$ cat config.mk
export PLATFORM = sky130hd
export DESIGN_NAME = freq_calc_flat
export DESIGN_NICKNAME = d
export VERILOG_FILES = /design/src/rtl/dfm_pkg.sv /design/src/rtl/freq_calc_if.sv /design/src/rtl/div_u64_u32.sv /design/src/rtl/freq_calc.sv /design/src/flat_wrapper.sv
export SDC_FILE = /design/constraint.sdc
export NUM_CORES = 1
export LEC_CHECK = 0
export CAP_MARGIN = 20
export CORE_UTILIZATION = 30
export CTS_CLUSTER_SIZE = 20
export DETAILED_ROUTE_END_ITERATION = 10
export PLACE_DENSITY_LB_ADDON = 0.25
export SLEW_MARGIN = 0
export SYNTH_ARGS = -nofsm -noshare
export SYNTH_HDL_FRONTEND = slang
export SYNTH_SLANG_ARGS = --single-unit
$ cat constraint.sdc
create_clock -name clk_i -period 7.2 [get_ports clk_i]
set_input_delay 1.44 -clock clk_i [delete_from_list [all_inputs] [get_ports clk_i]]
set_output_delay 1.44 -clock clk_i [all_outputs]
set_load 0.03 [all_outputs]
$ cat src/rtl/dfm_pkg.sv
//------------------------------------------------------------------------------
// dfm_pkg : types and constants shared by measure / freq_calc
// Revision: 1.0
//------------------------------------------------------------------------------
`default_nettype none

package dfm_pkg;

    localparam int MEAS_W = 64;
    localparam int CNT_W  = 32;

    typedef struct packed {
        logic [CNT_W-1:0] ref_cnt;
        logic [CNT_W-1:0] sig_cnt;
    } meas_t;

    typedef enum logic [2:0] {
        ST_IDLE = 3'd0,
        ST_MUL  = 3'd1,
        ST_DIV  = 3'd2,
`ifdef FREQ_CALC_ROUND_EN
        ST_RND  = 3'd3,
`endif
        ST_DONE = 3'd4
    } freq_calc_state_t;

endpackage

`default_nettype wire

$ cat src/rtl/freq_calc_if.sv
//------------------------------------------------------------------------------
// freq_calc_if : measurement input / frequency result bundle
// Revision: 1.0
//------------------------------------------------------------------------------
`default_nettype none

interface freq_calc_if #(
    parameter int DROP_CNT_W = 8
);
    import dfm_pkg::*;

    logic                  meas_valid_i;
    logic [MEAS_W-1:0]     meas_data_i;
    logic                  freq_valid_o;
    logic [CNT_W-1:0]      freq_data_o;
    logic                  err_o;
    logic                  busy_o;
    logic [DROP_CNT_W-1:0] drop_cnt_o;

    modport master (
        output meas_valid_i, meas_data_i,
        input  freq_valid_o, freq_data_o, err_o, busy_o, drop_cnt_o
    );

    modport slave (
        input  meas_valid_i, meas_data_i,
        output freq_valid_o, freq_data_o, err_o, busy_o, drop_cnt_o
    );

endinterface

`default_nettype wire

$ cat src/rtl/div_u64_u32.sv
//------------------------------------------------------------------------------
// div_u64_u32 : serial restoring divider, 64-bit / 32-bit, one bit per cycle
// Revision: 1.0
//------------------------------------------------------------------------------
`default_nettype none

module div_u64_u32 (
    input  wire logic        clk_i,
    input  wire logic        rst_n_i,
    input  wire logic        i_start,
    input  wire logic [63:0] i_dividend,
    input  wire logic [31:0] i_divisor,
    output logic             o_done,
    output logic [63:0]      o_quotient,
    output logic [31:0]      o_remainder
);

    logic [63:0] r_quo;
    logic [31:0] r_rem;
    logic [31:0] r_dsr;
    logic [5:0]  r_cnt;
    logic        r_run;

    logic [32:0] w_trial;
    logic [32:0] w_diff;
    logic        w_ge;

    // Dividend bits shift out of r_quo as quotient bits shift in.
    assign w_trial = {r_rem, r_quo[63]};
    assign w_diff  = w_trial - {1'b0, r_dsr};
    assign w_ge    = (w_trial >= {1'b0, r_dsr});

    always_ff @(posedge clk_i or negedge rst_n_i) begin
        if (!rst_n_i) begin
            r_quo <= '0;
            r_rem <= '0;
            r_dsr <= '0;
            r_cnt <= '0;
            r_run <= 1'b0;
        end else if (i_start) begin
            r_quo <= i_dividend;
            r_rem <= '0;
            r_dsr <= i_divisor;
            r_cnt <= '0;
            r_run <= 1'b1;
        end else if (r_run) begin
            r_quo <= {r_quo[62:0], w_ge};
            r_rem <= w_ge ? w_diff[31:0] : w_trial[31:0];
            r_cnt <= r_cnt + 6'd1;
            if (r_cnt == 6'd63) begin
                r_run <= 1'b0;
            end
        end
    end

    // High in the cycle whose closing edge writes the final quotient bit.
    assign o_done      = r_run && (r_cnt == 6'd63);
    assign o_quotient  = r_quo;
    assign o_remainder = r_rem;

endmodule

`default_nettype wire

$ cat src/rtl/freq_calc.sv
//------------------------------------------------------------------------------
// freq_calc : raw measure word -> sig_cnt * REF_CLK_HZ / ref_cnt in Hz
// Optional rounding: define FREQ_CALC_ROUND_EN.  Revision: 1.0
//------------------------------------------------------------------------------
`default_nettype none

module freq_calc
    import dfm_pkg::*;
#(
    parameter int unsigned REF_CLK_HZ = 200_000_000,
    parameter int          DROP_CNT_W = 8
) (
    input  wire logic  clk_i,
    input  wire logic  rst_n_i,
    freq_calc_if.slave bus
);

    localparam logic [CNT_W-1:0] c_REF_HZ = CNT_W'(REF_CLK_HZ);

    freq_calc_state_t r_state;
    freq_calc_state_t w_next_state;

    meas_t                 w_in;
    meas_t                 w_sample;
    meas_t                 r_slot;
    logic                  r_slot_vld;
    logic [CNT_W-1:0]      r_ref_cnt;
    logic [CNT_W-1:0]      r_sig_cnt;
    logic                  r_zero;
    logic [DROP_CNT_W-1:0] r_drop_cnt;
    logic                  r_freq_valid;
    logic [CNT_W-1:0]      r_freq_data;
    logic                  r_err;

    logic                  w_accept;
    logic                  w_div_start;
    logic                  w_div_done;
    logic                  w_slot_wr;
    logic                  w_drop;
    logic [MEAS_W-1:0]     w_product;
    logic [MEAS_W-1:0]     w_div_quo;
    logic [CNT_W-1:0]      w_div_rem;
    logic [MEAS_W-1:0]     w_final_quo;
    logic [CNT_W-1:0]      w_freq_sat;

    assign w_in      = meas_t'(bus.meas_data_i);
    assign w_sample  = r_slot_vld ? r_slot : w_in;
    assign w_product = MEAS_W'(r_sig_cnt) * MEAS_W'(c_REF_HZ);

    // In IDLE a full slot is drained this cycle, so a new strobe refills it without a drop.
    assign w_slot_wr = bus.meas_valid_i && ((r_state != ST_IDLE) || r_slot_vld);
    assign w_drop    = bus.meas_valid_i && (r_state != ST_IDLE) && r_slot_vld;

    div_u64_u32 u_div (
        .clk_i       (clk_i),
        .rst_n_i     (rst_n_i),
        .i_start     (w_div_start),
        .i_dividend  (w_product),
        .i_divisor   (r_ref_cnt),
        .o_done      (w_div_done),
        .o_quotient  (w_div_quo),
        .o_remainder (w_div_rem)
    );

    always_ff @(posedge clk_i or negedge rst_n_i) begin
        if (!rst_n_i) begin
            r_state <= ST_IDLE;
        end else begin
            r_state <= w_next_state;
        end
    end

    always_comb begin
        w_next_state = r_state;
        w_accept     = 1'b0;
        w_div_start  = 1'b0;
        case (r_state)
            ST_IDLE: begin
                if (r_slot_vld || bus.meas_valid_i) begin
                    w_accept     = 1'b1;
                    w_next_state = (w_sample.ref_cnt == '0) ? ST_DONE : ST_MUL;
                end
            end
            ST_MUL: begin
                w_div_start  = 1'b1;
                w_next_state = ST_DIV;
            end
            ST_DIV: begin
                if (w_div_done) begin
`ifdef FREQ_CALC_ROUND_EN
                    w_next_state = ST_RND;
`else
                    w_next_state = ST_DONE;
`endif
                end
            end
`ifdef FREQ_CALC_ROUND_EN
            ST_RND: begin
                w_next_state = ST_DONE;
            end
`endif
            ST_DONE: begin
                w_next_state = ST_IDLE;
            end
            default: begin
                w_next_state = ST_IDLE;
            end
        endcase
    end

`ifdef FREQ_CALC_ROUND_EN
    logic [MEAS_W-1:0] r_quo_rnd;
    logic              w_round_up;

    assign w_round_up = ({w_div_rem, 1'b0} >= {1'b0, r_ref_cnt});

    always_ff @(posedge clk_i or negedge rst_n_i) begin
        if (!rst_n_i) begin
            r_quo_rnd <= '0;
        end else if (r_state == ST_RND) begin
            r_quo_rnd <= (w_round_up && !(&w_div_quo)) ? (w_div_quo + MEAS_W'(1)) : w_div_quo;
        end
    end

    assign w_final_quo = r_zero ? '1 : r_quo_rnd;
`else
    logic w_unused_rem;

    assign w_unused_rem = ^w_div_rem;
    assign w_final_quo  = r_zero ? '1 : w_div_quo;
`endif

    assign w_freq_sat = (w_final_quo[63:32] == '0) ? w_final_quo[31:0] : '1;

    always_ff @(posedge clk_i or negedge rst_n_i) begin
        if (!rst_n_i) begin
            r_slot       <= '0;
            r_slot_vld   <= 1'b0;
            r_ref_cnt    <= '0;
            r_sig_cnt    <= '0;
            r_zero       <= 1'b0;
            r_drop_cnt   <= '0;
            r_freq_valid <= 1'b0;
            r_freq_data  <= '0;
            r_err        <= 1'b0;
        end else begin
            if (w_slot_wr) begin
                r_slot     <= w_in;
                r_slot_vld <= 1'b1;
            end else if (w_accept && r_slot_vld) begin
                r_slot_vld <= 1'b0;
            end

            if (w_drop && !(&r_drop_cnt)) begin
                r_drop_cnt <= r_drop_cnt + DROP_CNT_W'(1);
            end

            if (w_accept) begin
                r_ref_cnt <= w_sample.ref_cnt;
                r_sig_cnt <= w_sample.sig_cnt;
                r_zero    <= (w_sample.ref_cnt == '0);
            end

            r_freq_valid <= (r_state == ST_DONE);
            if (r_state == ST_DONE) begin
                r_freq_data <= w_freq_sat;
                r_err       <= r_zero;
            end
        end
    end

    assign bus.freq_valid_o = r_freq_valid;
    assign bus.freq_data_o  = r_freq_data;
    assign bus.err_o        = r_err;
    assign bus.busy_o       = (r_state != ST_IDLE);
    assign bus.drop_cnt_o   = r_drop_cnt;

endmodule

`default_nettype wire

$ cat src/flat_wrapper.sv
// flat-port wrapper written by rule: the top's interface ports become plain ports
module freq_calc_flat import dfm_pkg::*;
#(
    parameter int unsigned REF_CLK_HZ = 200_000_000,
    parameter int          DROP_CNT_W = 8
)
  (clk_i, rst_n_i, bus_meas_valid_i, bus_meas_data_i, bus_freq_valid_o, bus_freq_data_o, bus_err_o, bus_busy_o, bus_drop_cnt_o);
  freq_calc_if #(.DROP_CNT_W(DROP_CNT_W)) bus_i ();
  input  wire logic clk_i;
  input  wire logic rst_n_i;
  input wire logic [$bits(bus_i.meas_valid_i)-1:0] bus_meas_valid_i;
  input wire logic [$bits(bus_i.meas_data_i)-1:0] bus_meas_data_i;
  output wire logic [$bits(bus_i.freq_valid_o)-1:0] bus_freq_valid_o;
  output wire logic [$bits(bus_i.freq_data_o)-1:0] bus_freq_data_o;
  output wire logic [$bits(bus_i.err_o)-1:0] bus_err_o;
  output wire logic [$bits(bus_i.busy_o)-1:0] bus_busy_o;
  output wire logic [$bits(bus_i.drop_cnt_o)-1:0] bus_drop_cnt_o;
  assign bus_i.meas_valid_i = bus_meas_valid_i;
  assign bus_i.meas_data_i = bus_meas_data_i;
  assign bus_freq_valid_o = bus_i.freq_valid_o;
  assign bus_freq_data_o = bus_i.freq_data_o;
  assign bus_err_o = bus_i.err_o;
  assign bus_busy_o = bus_i.busy_o;
  assign bus_drop_cnt_o = bus_i.drop_cnt_o;
  freq_calc #(.REF_CLK_HZ(REF_CLK_HZ), .DROP_CNT_W(DROP_CNT_W)) u_core (.clk_i(clk_i), .rst_n_i(rst_n_i), .bus(bus_i));
endmodule
## Word-level counts from Yosys, hierarchy flattened

Cells that the tools add are included.

| cells by class | value |
|---|---|
| $add $sub $neg | 3 |
| equality and inequality tests | 6 |
| multiply operators | 1 |
| multiplexer cells | 22 |
| reductions and logical operators | 17 |
| $lt $le $gt $ge | 1 |

Operators with widths:

| cell | count |
|---|---|
| 2-to-1 mux 64 bit | 4 |
| 2-to-1 mux 32 bit | 4 |
| logical NOT 32 bit | 2 |
| multiplier 32 x 19 -> 51 bit (second input constant) | 1 |
| greater-or-equal comparator 33 x 32 -> 1 bit | 1 |
| subtractor 32 bit | 1 |
| 2-to-1 mux 6 bit | 2 |
| 2-to-1 mux 3 bit | 3 |
| case mux 3 bit (3 select lines) | 1 |
| adder 8 x 1 -> 8 bit (second input constant) | 1 |
| 2-to-1 mux 1 bit | 8 |
| AND reduction 8 bit | 1 |
| adder 6 x 1 -> 6 bit (second input constant) | 1 |
| == test 6 bit (second input constant) | 1 |
| logical AND 1 bit | 6 |
| nonzero test 2 bit | 2 |
| == test 3 x 1 -> 1 bit (second input constant) | 1 |
| == test 3 x 2 -> 1 bit (second input constant) | 1 |
| == test 3 bit (second input constant) | 1 |
| logical NOT 3 bit | 1 |
| nonzero test 3 bit | 1 |
| logical OR 1 bit | 2 |
| != test 2 x 1 -> 1 bit (second input constant) | 1 |
| != test 2 bit (second input constant) | 1 |
| 2 further kinds | 2 |

| word-level totals | value |
|---|---|
| output and inout port bits | 43 |
| register bits after elaboration | 310 |
| logic and storage cells | 66 |

## Longest topological paths before layout

| logic depth | value |
|---|---|
| word-level depth | 6 |
| depth in mapped cells | 23 |

## Cells and area by module

Synthesis repeated with hierarchy kept, for this count alone.

| second synthesis, totals | value |
|---|---|
| cells, all modules | 2678 |
| area, all modules | 26982.1 um2 |

By module, submodules not included:

| module | times used | cells each | area each (um2) |
|---|---|---|---|
| freq_calc | 1 | 1825 | 19195.9 |
| div_u64_u32 | 1 | 853 | 7786.2 |

## Worst setup path after synthesis

Ideal clock, no wire load.

| path | value |
|---|---|
| path type | flip-flop to flip-flop |
| start | reg u_core.r_sig_cnt[4] |
| end | reg u_core.u_div.r_quo[59] (netlist: u_core.u_div.o_quotient[59]) |
| cell stages (with the launch flop) | 22 |
| library setup time | 0.120 ns |
| buffers on the path | 1 |
| data required time | 7.080 ns |
| setup slack | 1.010 ns |
| arrival time | 6.071 ns |
| clock period less this slack | 6.190 ns |
| cells stage by stage | dfrtp_1 > inv_1 > fa_1 > fa_1 > inv_1 > fa_1 > fa_1 > fa_1 > inv_1 > fa_1 > inv_1 > ha_1 > clkbuf_1 > nand2_1 > o21a_1 > a211oi_1 > o21ai_1 > o32a_1 > o211ai_1 > a21oi_1 > a211o_1 > and3_1 |

| on the way | value |
|---|---|
| word-level cells in the longest chain between the ends | 2 |

Ends and longest elaborated chain:

| item | line | RTL |
|---|---|---|
| start, declared | freq_calc.sv:28 | `logic [CNT_W-1:0] r_sig_cnt;` |
| start signal, assigned | freq_calc.sv:160 | `r_sig_cnt <= w_sample.sig_cnt;` |
| multiplier 32 x 19 -> 51 bit | freq_calc.sv:48 | `assign w_product = MEAS_W'(r_sig_cnt) * MEAS_W'(c_REF_HZ);` |
| 2-to-1 mux 64 bit | div_u64_u32.sv:40 | `end else if (i_start) begin` |
| end signal, assigned | div_u64_u32.sv:41 | `r_quo <= i_dividend;` |
| end signal, assigned | div_u64_u32.sv:47 | `r_quo <= {r_quo[62:0], w_ge};` |
| end, declared | div_u64_u32.sv:18 | `logic [63:0] r_quo;` |

No other way between the ends.
A chain may end at the register's enable or synchronous reset.

## Worst setup path in the final report

| path | value |
|---|---|
| start | reg u_core.r_sig_cnt[7] |
| end | reg u_core.u_div.r_quo[56] (netlist: u_core.u_div.o_quotient[56]) |

Same word-level chain as after synthesis.

==> out/qor.txt <==
CLOCKING
-----------------------------------------------------------------------------------------------
Quantity of gates resized following cts                                                       0
Cell at the root of the clock tree                                                 sky130_fd_sc_hd__clkbuf_16
Clock tree from TritonCTS                                                                 built
Buffers from clock root to sink, at most                                                      3
Clock input transition at the sequential cells of the worst setup and hold paths          60 ps
Deepest level of the CTS H-tree                                                               2
Number of buffers created by CTS                                                             41
Post-cts hold buffer count                                                                    0
Clk Latency, worst-skew pair                                                             590 ps
Clock sink count                                                                            310
Post-CTS Repair Setup Buffers                                                                 0

WORST SETUP PATH
-----------------------------------------------------------------------------------------------
Data required time at the worst endpoint                                                7590 ps
Maximum fanout encountered on the critical timing path                                       10
Slowest cell on the critical path                                                  sky130_fd_sc_hd__dfrtp_1
Worst path arrival time                                                                 7040 ps
Largest incremental delay on the critical path                                           540 ps
Kind of critical path                                                                reg -> reg
Chain of cells forming the critical path                                           ha_1 -> fa_1 -> inv_1 -> fa_1 -> inv_1 -> fa_1 -> fa_1 -> inv_1 -> fa_1 -> inv_1 -> ha_1 -> and3_4 -> a221o_1 -> a221o_2 -> a32oi_4 -> o41ai_2 -> a21oi_2 -> nor3_1 -> nor4b_1 -> a311oi_1
Most numerous cell on the critical path                                            sky130_fd_sc_hd__fa_1
Element type at the critical path end                                                      flop
Critical Path Source Type                                                                  flop

SYNTH
-----------------------------------------------------------------------------------------------
Synthesis-stage register bit count                                                          310
Share of the synthesized area in the top cell type                                       28.95%
Sequential cell area fraction in the yosys report                                        28.95%
Post-synth cell types                                                                        78
Synthesized netlist cell count                                                            2,678
Largest cells by area after synthesis                                              sky130_fd_sc_hd__dfrtp_1, sky130_fd_sc_hd__fa_1, sky130_fd_sc_hd__ha_1
Number of flops mapped to enable cells by yosys                                               0
Post-synthesis average cell area                                                      10.01 um2
Most used DFF post-synth                                                           sky130_fd_sc_hd__dfrtp_1
Post-Syn Nets                                                                             3,274
Synth Cell Area                                                                     0.02680 mm2
Yosys warning count                                                                           0
Proportion of synthesized flip-flops having asynchronous set or reset                    100.0%
Leading area contributor after synthesis                                           sky130_fd_sc_hd__dfrtp_1

TIMING
-----------------------------------------------------------------------------------------------
Worst hold-check slack                                                                 469.0 ps
Finish-stage setup viols                                                                      0
Maximum clock frequency                                                              0.1504 GHz
Least-Margin Pin Slew                                                                   1068 ps
Number of hold violations in the final report                                                 0
Unrepaired setup endpoints after global routing                                              no
Summed negative setup slack over all endpoints                                             0 ps
Final critical delay including setup and external delays                                6647 ps
Max_slew headroom                                                                        28.12%
Worst clock skew                                                                       34.23 ps
Final cycle utilization of the critical path                                             92.32%
Max-slew violation count                                                                      0

FLOORPLANNING
-----------------------------------------------------------------------------------------------
Floorplan die height                                                                   300.9 um
Row count                                                                                   109
Top-Level Pins                                                                              110
Core Box Area                                                                       0.08837 mm2
Die extent in x                                                                        300.9 um
Area of the die                                                                     0.09052 mm2
Effective utilization at floorplan                                                       30.32%

GLOBAL ROUTING
-----------------------------------------------------------------------------------------------
Maximum number of pins on one net before global-route repair                                106
Final global-route overflow total                                                             0
Initial antenna violation count                                                               1
Number of global-route vias before repair                                                19,430
GRT Overall Usage                                                                        15.38%
Global-route wire length before repair                                               110,100 um

PLACED DESIGN
-----------------------------------------------------------------------------------------------
Routability cong.                                                                        0.8376
Dpl hpwl                                                                              52,610 um
Port Buffer Count                                                                           109

CELLS AND AREA
-----------------------------------------------------------------------------------------------
Ratio of cells with drive above 1 in the final layout                                    6.820%
Signed area change from the synthesized netlist to the final layout                      14.52%
Sequential cell area                                                               0.007765 mm2
Fillcell total                                                                            9,143
Number of inserted diodes                                                                     0
Final net count                                                                           3,352
Area taken by multi-input logic gates                                               0.01706 mm2

ROUTING
-----------------------------------------------------------------------------------------------
Length of the first detailed-routing pass in iterations                                       7
Detailed-route wire length per cell                                                    17.05 um
Routed wire length                                                                    67,380 um
Post-DR vias/cell                                                                         4.773
Drt drc                                                                                       0
Antenna Violating Nets Remaining                                                              0
Starting DRC count in detailed routing                                                      879
Total number of vias                                                                     18,860

RUN STATUS
-----------------------------------------------------------------------------------------------
Outcome                                                                               completed

JOB
-----------------------------------------------------------------------------------------------
Max-capacitance violation count                                                               0

HOLD PATH
-----------------------------------------------------------------------------------------------
Path category of the worst min-delay check                                           reg -> reg

==> layer usage <==
layer  global-route usage, %  up-vias  part of all wire [%]
met3                   1.724       63                   2.9
met4                   3.831        2                   2.1
met5                       0        -                 0.019
met1                   22.65     9417                    50
met2                   23.87      249                    45
li1                        -     9127                     -
==> cell usage after synthesis, types with 17 or more instances <==
master and instances:
sky130_fd_sc_hd__a211oi_1 17, sky130_fd_sc_hd__a21o_1 63, sky130_fd_sc_hd__a21oi_1 147, sky130_fd_sc_hd__a31oi_1 29, sky130_fd_sc_hd__clkbuf_1 84, sky130_fd_sc_hd__dfrtp_1 310, sky130_fd_sc_hd__fa_1 268, sky130_fd_sc_hd__ha_1 261
sky130_fd_sc_hd__inv_1 440, sky130_fd_sc_hd__mux2_2 72, sky130_fd_sc_hd__mux2i_1 121, sky130_fd_sc_hd__nand2_1 186, sky130_fd_sc_hd__nand3_1 25, sky130_fd_sc_hd__nand4_1 25, sky130_fd_sc_hd__nor2_1 142, sky130_fd_sc_hd__nor3_1 20
sky130_fd_sc_hd__nor4_1 27, sky130_fd_sc_hd__o21ai_0 131, sky130_fd_sc_hd__o22a_1 32, sky130_fd_sc_hd__xnor2_1 42, sky130_fd_sc_hd__xor2_1 48
==> layout by cell type (no fill, tap or decap), drive strengths merged, types with 29 or more instances in the layout <==
master,instances
clkdlybuf4s50,108
nor2,142
o21ai,148
fa,268
inv,442
xor2,48
mux2i,121
xnor2,42
mux2,72
o22a,32
clkbuf,54
a31oi,29
dfrtp,310
nand2,186
a21oi,149
ha,261
a21o,64
==> per-stage QoR <==
| step | instance area [um2] | utilization (%) | setup WS (ps) | instances |
|---|---|---|---|---|
| final | 30690 | 34.72 | 553.1 | 3951 |
| after global routing | 30690 | 34.72 | 117.7 | 3951 |
| after CTS | 30690 | 34.72 | 553.4 | 3951 |
| after detailed placement | 29190 | 33.03 | 611.1 | 3878 |
| after global placement | 29190 | 33.03 | 680.0 | 3877 |
| after floorplan | 26800 | - | 1010 | 2678 |
==> cell families after synthesis <==
logic type	count (synthesis)	share of synthesized area, %
AND/OR/NAND/NOR	500	8.531
multiplexers	193	7.546
XOR/XNOR	90	2.942
AO/OA/AOI/OAI	520	12.25
buffers and inverters	535	7.532
flip-flops	310	28.95
adder cells (fa/ha/maj)	530	32.25
==> worst paths after layout <==
path,startpoint,slack (ps),to,cells past startpoint
worst max-delay path,u_core.r_sig_cnt[7]$_DFFE_PN0P_,550,u_core.u_div.o_quotient[56]$_DFFE_PN0P_,20
worst min-delay path,u_core.r_ref_cnt[0]$_DFFE_PN0P_,470,u_core.u_div.r_dsr[0]$_DFFE_PN0P_,2
worst max register to register,u_core.r_sig_cnt[7]$_DFFE_PN0P_,550,u_core.u_div.o_quotient[56]$_DFFE_PN0P_,20
worst min register to register,u_core.r_ref_cnt[0]$_DFFE_PN0P_,470,u_core.u_div.r_dsr[0]$_DFFE_PN0P_,2
max in group asynchronous,rst_n_i,4800,u_core.r_slot_vld$_DFFE_PN0P_,2
min in group asynchronous,rst_n_i,850,u_core.bus.freq_data_o[7]$_DFFE_PN0P_,1
==> worst max-delay path, delay by kind of cell (launching register included) <==
family                     cells  cell delay, ps
AOI/OAI and AO/OA              6            1750
adders and majority gates      7            3350
and+or+nand+nor                3             600
DFF                            1             540
buffers and inverters          4             200
==> layout make-up <==
| cell class | instances | share of cell area, % |
|---|---|---|
| clock buffer | 54 | 3.833 |
| clock inverter | 19 | 1.036 |
| inverter | 440 | 5.382 |
| multi-input combinational | 1833 | 55.58 |
| sequential | 310 | 25.30 |
| tap | 1165 | 4.750 |
| timing repair buffer | 130 | 4.118 |
==> state kept, by name (all words and copies together) (netlist names) <==
signal                    cells
u_core.u_div.r_cnt            6
u_core.bus.drop_cnt_o         8
u_core.r_slot_vld             1
u_core.bus.freq_valid_o       1
u_core.u_div.o_quotient      64
u_core.r_sig_cnt             32
u_core.u_div.r_run            1
u_core.r_ref_cnt             32
u_core.r_zero                 1
u_core.u_div.r_dsr           32
u_core.r_state                3
u_core.r_slot                64
u_core.bus.freq_data_o       32
u_core.bus.err_o              1
u_core.u_div.o_remainder     32
Power is not shown: default switching activity piles up to over one toggle a cycle in this logic, so the estimate is an artifact.
==> variant: new RTL, config.mk and constraints unchanged <==
Build with the macro `FREQ_CALC_ROUND_EN` defined.
--- a/src/rtl/dfm_pkg.sv
+++ b/src/rtl/dfm_pkg.sv
@@ -3,6 +3,8 @@
 // Revision: 1.0
 //------------------------------------------------------------------------------
 `default_nettype none
+
+`define FREQ_CALC_ROUND_EN
 
 package dfm_pkg;
 
Formal check against the unedited RTL: no difference found for any inputs over 10 cycles, from zero or initial values and one cycle with rst_n_i low; that may be too few to reach the edited logic, so the function may still have changed.
==> variant against the original RTL <==
- sequential cell count up 64
- setup slack worse by 150 ps
- routed wire length up 17%
- cell area up 15%
- synthesized area up 16%
- core utilization down 0.26 points
Power is left out: the tool's default activity adds up to more than one toggle a clock period on the data nets, which glitch-free logic cannot reach.
==> variant: results (changes against the original RTL) <==
status completed; Worst-Skew Late Latency 620 ps (+30 ps); first-pass GRT wire length 129000 µm (+17%); share of cells above drive strength 1 6.18% (-0.64 points); fillers 10.5k (+15%); Total Wirelength 79000 µm (+17%); Unique masters post-synth 77 (-1.3%); HPWL after detailed placement 61600 µm (+17%); Starting DRT DRC Count 1132 (+29%); drt first pass iters 5 (-2); RR Startpoint u_core.r_sig_cnt[11]$_DFFE_PN0P_; placed cell area 0.0337 mm² (+16%); DR vias/cell 4.72 (-1.1%); Nets 3881 (+16%); dpl cells 4571 (+18%); met3 Track Usage GR 2.33% (+0.60 points); slew of the pin with the lowest slew margin 1040 ps (-27.3 ps); CTS Buf Count 47 (+15%); clk_skew 29.5 ps (-4.77 ps); post-route insts no fill 4654 (+18%); vias in the first global route 22.7k (+17%); hold path startpoint u_core.r_quo_rnd[51]$_DFFE_PN0P_; largest net degree at the start of global routing 160 (+51%); GRT Total Usage 15.3% (-0.13 points); CP max stage delay 610 ps (+70 ps); Mapped Nets 3829 (+17%); worst path arrival time 7260 ps (+220 ps); Synth area leaders dfrtp_1 (30%), fa_1 (17%), ha_1 (12%); GPL Wtd Cong 0.855 (+2.0%); Synth Instances 3201 (+20%); GR Layer Usage met1 22.6% (about the same)
==> variant: cell count changes after synthesis, sizes merged, moves of 16 or more <==
cell,change
clkbuf,+20
nor3,+25
inv,+42
dfrtp,+64
xnor2,+59
nor4,+16
o21ai,+73
nand3,+29
nand2,+39
ha,+32
a21oi,+39
nor2,+29
==> variant: final cells by class <==
cell class                      instances  area [µm²]  share of cell area [%]
Sequential cell                       374        9370                    26.6
Clock inverter                         15         171                   0.486
Tap cell                             1368        1710                    4.85
Multi-Input combinational cell       2215       19500                    55.4
Inverter                              482        1810                    5.13
Timing Repair Buffer                  133        1330                    3.78
Clock buffer                           66        1340                    3.79
Antenna cell                            1        2.50                 0.00710
==> variant: worst paths after layout <==
kind,endpoint,slack [ps],depth (start not counted)
max in group asynchronous,u_core.u_div.r_run$_DFF_PN0_,5050,2
hold / removal,u_core.r_quo_rnd[51]$_DFFE_PN0P_,470,2
hold reg to reg,u_core.r_quo_rnd[51]$_DFFE_PN0P_,470,2
setup reg to reg,u_core.u_div.o_quotient[48]$_DFFE_PN0P_,400,21
min in group asynchronous,u_core.r_slot[47]$_DFFE_PN0P_,780,1
setup / recovery,u_core.u_div.o_quotient[48]$_DFFE_PN0P_,400,21
==> variant: cells by family after synthesis <==
family / count (synthesis) / share of synthesized area [%]
AND/OR/NAND/NOR: 668 / 10.1
AO/OA/AOI/OAI: 632 / 12.4
buffers and inverters: 612 / 7.44
adder cells (fa/ha/maj): 562 / 29.0
flip-flops: 374 / 30.0
multiplexers: 197 / 6.61
XOR/XNOR: 156 / 4.38
==> variant: per-stage QoR <==
step | worst slack [ps] | hold slack (ps)
floorplan | 1110 | 450
global placement | 471 | 464
detailed placement | 397 | 470
CTS | 351 | 484
global route | 7.68 | 496
finish | 400 | 475
==> variant: metal layers <==
layer	wire length, µm	part of all wire (%)
met5	0	0
met4	984	1.2
met3	2590	3.3
met2	35500	45
met1	39900	51
==> variant: worst max-delay path: cells and delay by family, from the launching register on <==
family,cells,cell delay [ps]
simple gates,1,100
flops,1,610
compound gates,8,2060
xor+xnor,1,170
fa+ha+maj,7,3340
buf+inv,4,360
==> variant: repair_timing <==
item / 4_1_cts / 5_1_grt
setup endpoints to repair: 0 / 3
hold endpoints to repair: 0 / 0
resized for setup: 0 / 4
hold buffers: 0 / 0
